File: config.mk
export PLATFORM = sky130hd
export DESIGN_NAME = pc_out_arbiter
export DESIGN_NICKNAME = d
export VERILOG_FILES = /design/src/rtl/pc_out_arbiter.sv
export SDC_FILE = /design/constraint.sdc
export NUM_CORES = 1
export LEC_CHECK = 0
export BUFFER_PORTS_ARGS = -buffer_cell sky130_fd_sc_hd__buf_2
export CORE_MARGIN = 3
export CORE_UTILIZATION = 44
export DETAILED_ROUTE_END_ITERATION = 8
export PLACE_DENSITY = 0.83
export REMOVE_ABC_BUFFERS = 1
export SYNTH_ARGS = -nofsm -noshare
export SYNTH_HDL_FRONTEND = slang
export SYNTH_SLANG_ARGS = --single-unit
File: constraint.sdc
create_clock -name clk -period 1.8 [get_ports clk]
set_input_delay 0.54 -clock clk [delete_from_list [all_inputs] [get_ports clk]]
set_output_delay 0.54 -clock clk [all_outputs]
set_load 0.05 [all_outputs]
File: src/rtl/pc_out_arbiter.sv
// Packet-atomic weighted round-robin arbiter for the shared PC_out upstream link.
// Optional per-input word/packet counters are built when PC_ARB_STATS_EN is defined.
module pc_out_arbiter #(
   parameter  int unsigned NIN = 2,
   parameter  int unsigned NW  = 32,
   parameter  int unsigned NWT = 4,
   localparam int unsigned SW  = $clog2(NIN)
) (
   input  logic               clk,
   input  logic               reset,
   input  logic [NIN-1:0]     in_v,
   output logic [NIN-1:0]     in_a,
   input  logic [NIN*NW-1:0]  in_d,
   input  logic [NIN-1:0]     in_last,
   input  logic [NIN*NWT-1:0] weight,
   output logic               out_v,
   input  logic               out_a,
   output logic [NW-1:0]      out_d,
   output logic [SW-1:0]      out_src
`ifdef PC_ARB_STATS_EN
   ,
   output logic [NIN*32-1:0]  stat_words,
   output logic [NIN*16-1:0]  stat_pkts,
   input  logic               stat_clr
`endif
);

   typedef enum logic {IDLE, LOCK} state_e;

   state_e           state_q;
   logic [SW-1:0]    ptr_q;
   logic [SW-1:0]    grant_q;
   logic [NWT-1:0]   credit_q;
   logic             out_v_q;
   logic [NW-1:0]    out_d_q;
   logic [SW-1:0]    out_src_q;

   logic [NW-1:0]    d_arr [NIN];
   logic [NWT-1:0]   w_arr [NIN];
   logic             found;
   logic [SW-1:0]    win;
   logic             free;
   logic             accept;
   logic             others;
   logic [SW-1:0]    ptr_d;

   for (genvar i = 0; i < NIN; i++) begin : g_unpack
      assign d_arr[i] = in_d[i*NW +: NW];
      assign w_arr[i] = weight[i*NWT +: NWT];
   end

   assign out_v   = out_v_q;
   assign out_d   = out_d_q;
   assign out_src = out_src_q;

   assign free   = !out_v_q || out_a;
   assign accept = |(in_v & in_a);
   assign others = |(in_v & ~(NIN'(1) << grant_q));
   assign ptr_d  = (grant_q == SW'(NIN-1)) ? '0 : grant_q + SW'(1);

   // Round-robin search starting at ptr_q; first requester wins.
   always_comb begin
      int unsigned idx;
      found = 1'b0;
      win   = '0;
      for (int unsigned k = 0; k < NIN; k++) begin
         idx = 32'(ptr_q) + k;
         if (idx >= NIN) idx = idx - NIN;
         if (!found && in_v[SW'(idx)]) begin
            found = 1'b1;
            win   = SW'(idx);
         end
      end
   end

   always_comb begin
      in_a = '0;
      if (state_q == LOCK && free) in_a[grant_q] = 1'b1;
   end

   always_ff @(posedge clk or negedge reset) begin
      if (!reset) begin
         state_q   <= IDLE;
         ptr_q     <= '0;
         grant_q   <= '0;
         credit_q  <= '0;
         out_v_q   <= 1'b0;
         out_d_q   <= '0;
         out_src_q <= '0;
      end else begin
         if (accept) begin
            out_v_q   <= 1'b1;
            out_d_q   <= d_arr[grant_q];
            out_src_q <= grant_q;
         end else if (out_a) begin
            out_v_q   <= 1'b0;
         end

         case (state_q)
            IDLE: begin
               if (found) begin
                  grant_q  <= win;
                  credit_q <= w_arr[win];
                  state_q  <= LOCK;
               end
            end
            LOCK: begin
               // Turn ends only on a packet boundary; a lone requester keeps its credit.
               if (accept && in_last[grant_q]) begin
                  if (credit_q == '0) begin
                     ptr_q   <= ptr_d;
                     state_q <= IDLE;
                  end else if (others) begin
                     credit_q <= credit_q - NWT'(1);
                  end
               end
            end
            default: state_q <= IDLE;
         endcase
      end
   end

`ifdef PC_ARB_STATS_EN
   for (genvar i = 0; i < NIN; i++) begin : g_stats
      logic [31:0] words_q;
      logic [15:0] pkts_q;

      always_ff @(posedge clk or negedge reset) begin
         if (!reset) begin
            words_q <= '0;
            pkts_q  <= '0;
         end else if (stat_clr) begin
            words_q <= '0;
            pkts_q  <= '0;
         end else if (in_v[i] && in_a[i]) begin
            words_q <= words_q + 32'd1;
            if (in_last[i] && pkts_q != 16'hFFFF) pkts_q <= pkts_q + 16'd1;
         end
      end

      assign stat_words[i*32 +: 32] = words_q;
      assign stat_pkts[i*16 +: 16]  = pkts_q;
   end
`endif

endmodule

=== After elaboration in Yosys (flattened, before gate mapping) ===
Cells that the tools add are included.

* Reductions and logical operators: 14
* Equal/unequal tests: 4
* Magnitude comparators: 8
* Bitwise operators: 6
* Add/subtract/negate cells: 5
* Shift operators: 1
* Multiplexer cells: 33

{| class="wikitable"
|+ Operator list
! operator !! number
|-
| 32-bit two-way mux || 3
|-
| 4-bit two-way mux || 7
|-
| 1-bit two-way mux || 19
|-
| 4-bit one-hot mux with 2 select lines || 1
|-
| 2-bit greater-or-equal comparator (second input constant) || 3
|-
| 1-bit by 2-bit < comparator with 1-bit output (second input constant) || 3
|-
| 2-bit AND || 2
|-
| 1-bit logical AND || 4
|-
| 4-bit logical NOT || 1
|-
| 2-bit by 1-bit inequality test with 1-bit output (second input constant) || 2
|-
| 2-bit inequality test (second input constant) || 2
|-
| 1-bit NOT with 2-bit output || 2
|-
| 4-bit AND reduction || 1
|-
| 2-bit OR reduction || 2
|-
| 4-bit by 1-bit subtractor with 4-bit output (second input constant) || 1
|-
| 3-bit AND reduction || 1
|-
| 1-bit by 1-bit adder with 2-bit output (second input constant) || 1
|-
| 1-bit by 2-bit greater-or-equal comparator with 1-bit output (second input constant) || 1
|-
| 1-bit logical NOT || 2
|-
| 2-bit two-way mux || 1
|-
| 2-bit NOT || 1
|-
| 1-bit one-hot mux with 2 select lines || 1
|-
| 2-bit AND reduction || 1
|-
| 2-bit nonzero test || 1
|-
| other kinds (7) || 8
|}

* Flip-flop bits (word level): 41
* Logic and storage cells: 78
* Output and inout bits: 36

=== Longest topological paths before layout ===
* Depth after elaboration: 14
* Depth in mapped cells: 7
* Gate-level depth less buffers: 5

=== Worst setup path after synthesis ===
Ideal clock, no wire load.

* Path type: register to output
* From: register out_v_q (netlist: out_v)
* To: output in_a[0]
* Buffers on the path: 0
* Data required time: 1260 ps
* Arrival time: 1533 ps
* Path slack: -273 ps
* Cell stages (with the launch flop): 4
* Cells stage by stage: dfrtp_1 > nand2b_1 > nand2_1 > nor2_1

* Longest elaborated chain between the ends: 4

{| class="wikitable"
|+ Ends and longest elaborated chain
! what !! line !! RTL
|-
| start: declaration || 34 || <nowiki>logic out_v_q;</nowiki>
|-
| start signal: assignment || 87 || <nowiki>out_v_q <= 1'b0;</nowiki>
|-
| start signal: assignment || 92 || <nowiki>out_v_q <= 1'b1;</nowiki>
|-
| start signal: assignment || 96 || <nowiki>out_v_q <= 1'b0;</nowiki>
|-
| 1-bit logical NOT || 56 || <nowiki>assign free = !out_v_q || out_a;</nowiki>
|-
| 1-bit logical OR || 56 ||
|-
| 1-bit logical AND || 78 || <nowiki>if (state_q == LOCK && free) in_a[grant_q] = 1'b1;</nowiki>
|-
| 2-bit two-way mux || 78 ||
|-
| end: declaration || 12 || <nowiki>output logic [NIN-1:0] in_a,</nowiki>
|}

Every way passes these cells.

=== Worst setup path in the final report ===
Same ends and word-level chain as after synthesis.

==> metrics list <==
- The run finished with clean final reports.
* First-pass GRT wire length: 8030 µm
* Crit. End Element: output port
- Max Cap Viol: 0
- After detailed routing, the number of remaining DRC violations is 0.
- STA puts the critical path data arrival time at 1.19 ns.
- The worst path needs roughly 1.7 ns of the cycle, external delays included.
* I/O Pins: 115
* Delay-heaviest family, CP: flip-flops
* Cell Count, Final, Fillers Out: 380
- Half-perimeter wire length after placement: 3990 µm
- In the synthesized netlist, the cells that appear most often are sky130_fd_sc_hd__dfrtp_1, sky130_fd_sc_hd__nand2_1, sky130_fd_sc_hd__mux2i_1, sky130_fd_sc_hd__o21ai_0, sky130_fd_sc_hd__inv_1.
* Total wirelength of the detailed-routed design: between 5000 and 6000 µm
- Final hold viol count: 0
* Violation count after the first detailed-routing iteration: 43
- The signal on the critical path passes through nand2b_1 > nand2_1 > nor2_1 > buf_4.
* Fmax: slightly below 600 MHz
- In this run, synthesis inferred 0 flip-flops with an integrated enable.
* Average via count per standard cell: 5.13
- Per-instance average area after synthesis: roughly 10 µm²
* Combined area of the multi-input logic cells: around 990 µm²
- Total core area: 0.00450 mm²
* TritonCTS clock tree: yes
- The most common cell in the synthesized netlist is sky130_fd_sc_hd__dfrtp_1.
- The clock passes through at most 2 buffers.
- Startpoint-to-endpoint class of the critical path: flip-flop to output port
- Most frequently used flop master after synthesis: sky130_fd_sc_hd__dfrtp_1
- Total clock sinks: 41
* Share of synthesized area occupied by flip-flops and latches: 48.6%
- Kind of start point of the critical path: flip-flop
- In the synthesized netlist the async set-or-reset flop fraction comes to 100%.
* Chip height: between 70 and 80 µm
* Placer's final routability congestion estimate: around 0.78
- HP Class: input port to async pin
- Instance count of the mapped netlist: 212
- For this design the static power due to leakage is 1.53 nW.
- Row generation in the floorplan step produced 24 rows.
- Total GRT Usage: 18.5%
- Initial Utilization: 46.8%
* Count of cell instances traversed by the critical path: 4
- Entering global routing, the biggest net connects 42 pins.
- Antenna violations before repair: 0
- Count of H-tree levels built during CTS: 2
* Die Span X: 75.2 µm
* Fill cell instance count of the final layout: 390
* Largest vdd supply drop: 0.00108 V
- Setup slack after placement: between 0.05 and 0.06 ns
- At the worst endpoint, the required time is between 1 and 1.5 ns.
* Top cell type's share of synthesized area: 48.6%
- Power density over cell area: 2000 mW/mm²
- Remaining antenna violation count after routing: 0
* Combined area of all synthesized cells: 0.00211 mm²
* PortBufs: 114
* Sum of overflow across all layers after global routing: 0
* Net total in the final layout: 408
- Slowest cell on the critical path: sky130_fd_sc_hd__dfrtp_1
- From synthesis to final layout, the design area changed by 37.1%.
- In the final routed layout, each cell accounts on average for about 14 µm.
* Dpl cells: 372
* Number of buffers added by the clock tree synthesis step: 5
- Vias in the first global route: 1,890
- The pre-antenna-repair detailed-routing pass consisted of 4 iterations.
- During synthesis, Yosys emitted a total of 0 warnings.
- Of all nets on the critical path, the largest fanout is 4.
- Reg-to-Reg Start: state_q
- Vias post-DR: approximately 2,000
* Root cell of the clock tree: sky130_fd_sc_hd__clkbuf_8
- The worst path meets setup with 0.0701 ns of slack.
- Number of hold buffers added after cts: 0
- Of the cells placed in the final design, the portion with a size suffix greater than 1 is 42.1%.
- Final period utilization: between 90% and 100%
- Antenna diode instance count: 0
- Clock-pin slew was measured on the worst setup and hold paths at about 0.080 ns.
* Worst-case reg-to-reg path depth: 4
* Leading post-synthesis cells by cell area: sky130_fd_sc_hd__dfrtp_1, sky130_fd_sc_hd__mux2i_1, sky130_fd_sc_hd__o21ai_0
- Clock skew on the completed layout was measured at 0.00701 ns.
- The floorplan step defined a die boundary enclosing 0.00566 mm².
- Measured against its own limit, the worst slew margin works out to 66.0%.
* Slew at the pin with the worst max-slew slack: a little over 0.5 ns
- Crit-path max cell delay: 0.39 ns
* Number of distinct library cells after synthesis: 32
* Final Slew Violations: 0
- Setup violations remaining at the end of the flow were counted as 0.
* Buf/Inv on CP: 1
- Combined flip-flop and latch cell area: 0.00103 mm²
* Post-synthesis register bit count: slightly above 40
- Dominant cell type by area after synthesis: sky130_fd_sc_hd__dfrtp_1
- Launching element of the worst setup path: out_v
- Clk Latency, worst-skew pair: 0.29 ns
## layer usage
| metal | up-vias | share of wire, % | GRT usage (%) |
|---|---|---|---|
| met5 | - | 0 | 0 |
| met4 | 0 | 1.9 | 8.74 |
| met3 | 11 | 7.3 | 3.47 |
| met2 | 88 | 51 | 34.0 |
| met1 | 879 | 40 | 20.5 |
| li1 | 973 | - | - |
## path summary, 6_finish.rpt
kind                       slack [ns]           to
setup reg to reg                 0.28  credit_q[2]
max in group asynchronous        1.13      state_q
min in group clk                 0.48    out_d[20]
setup / recovery                 0.07      in_a[0]
hold / removal                   0.30    out_d[22]
hold reg to reg                  0.48    out_d[20]
## report_power, final
| group | total [W] | switching [W] | internal, W |
|---|---|---|---|
| Sequential | 0.00161 | 0.000254 | 0.00136 |
| Combinational | 0.00331 | 0.00235 | 0.000961 |
| Clock | 0.000875 | 0.000323 | 0.000551 |
## registers in the layout (all words and copies together) (netlist names)
name	cells
out_d	32
out_src	1
ptr_q	1
out_v	1
state_q	1
grant_q	1
credit_q	4
## metrics by stage
stage	TNS, ns	area [µm²]	utilization (%)	hold WS, ns	power (W)
detailed placement	0	2750	61.1	0.464	0.00496
global route	-0.0334	2890	64.2	0.350	0.00614
finish	0	2890	64.2	0.297	0.00580
global placement	0	2750	61.1	0.458	0.00487
floorplan	-37.09	2040	-	0.244	0.00406
CTS	0	2890	64.1	0.314	0.00584
## cell usage in the layout, fill, tap and decap left out, drive strengths merged, types with 2 or more instances in the layout
cell and instances:
inv 7, o21ai 36, buf 121, nand2b 3
a31oi 2, nor3 3, ha 2, dfrtp 41
bufinv 2, nor4 2, a211oi 5, nand3 2
clkbuf 5, and3 5, nor2 5, a21oi 2
nand2 38, mux2i 34
## logic make-up after synthesis
group	count (synthesis)	share of synthesized area [%]
mux	35	16.7
simple gates	62	14.8
fa+ha+maj	2	1.19
compound gates	52	14.1
buf+inv	20	4.63
flops	41	48.6
## what timing repair did
item                                    in CTS  in global routing
gates resized for setup                      0                  5
endpoints found under the setup margin       0                  2
buffers inserted                             0                  0
## worst reg2reg max path, delay by kind of cell, from the launching register on
| kind | cells | cell delay (ns) |
|---|---|---|
| and+or+nand+nor | 3 | 0.88 |
| DFF | 1 | 0.48 |
| AOI/OAI and AO/OA | 1 | 0.07 |
## area by class of cell
class	instances	share of cell area [%]
Sequential cell	41	35.6
Multi-Input combinational cell	151	34.1
Timing Repair Buffer	121	22.6
Clock buffer	5	2.38
Clock inverter	3	2.25
Tap cell	52	2.25
Inverter	7	0.908
Power figures use the tool's default switching activity.
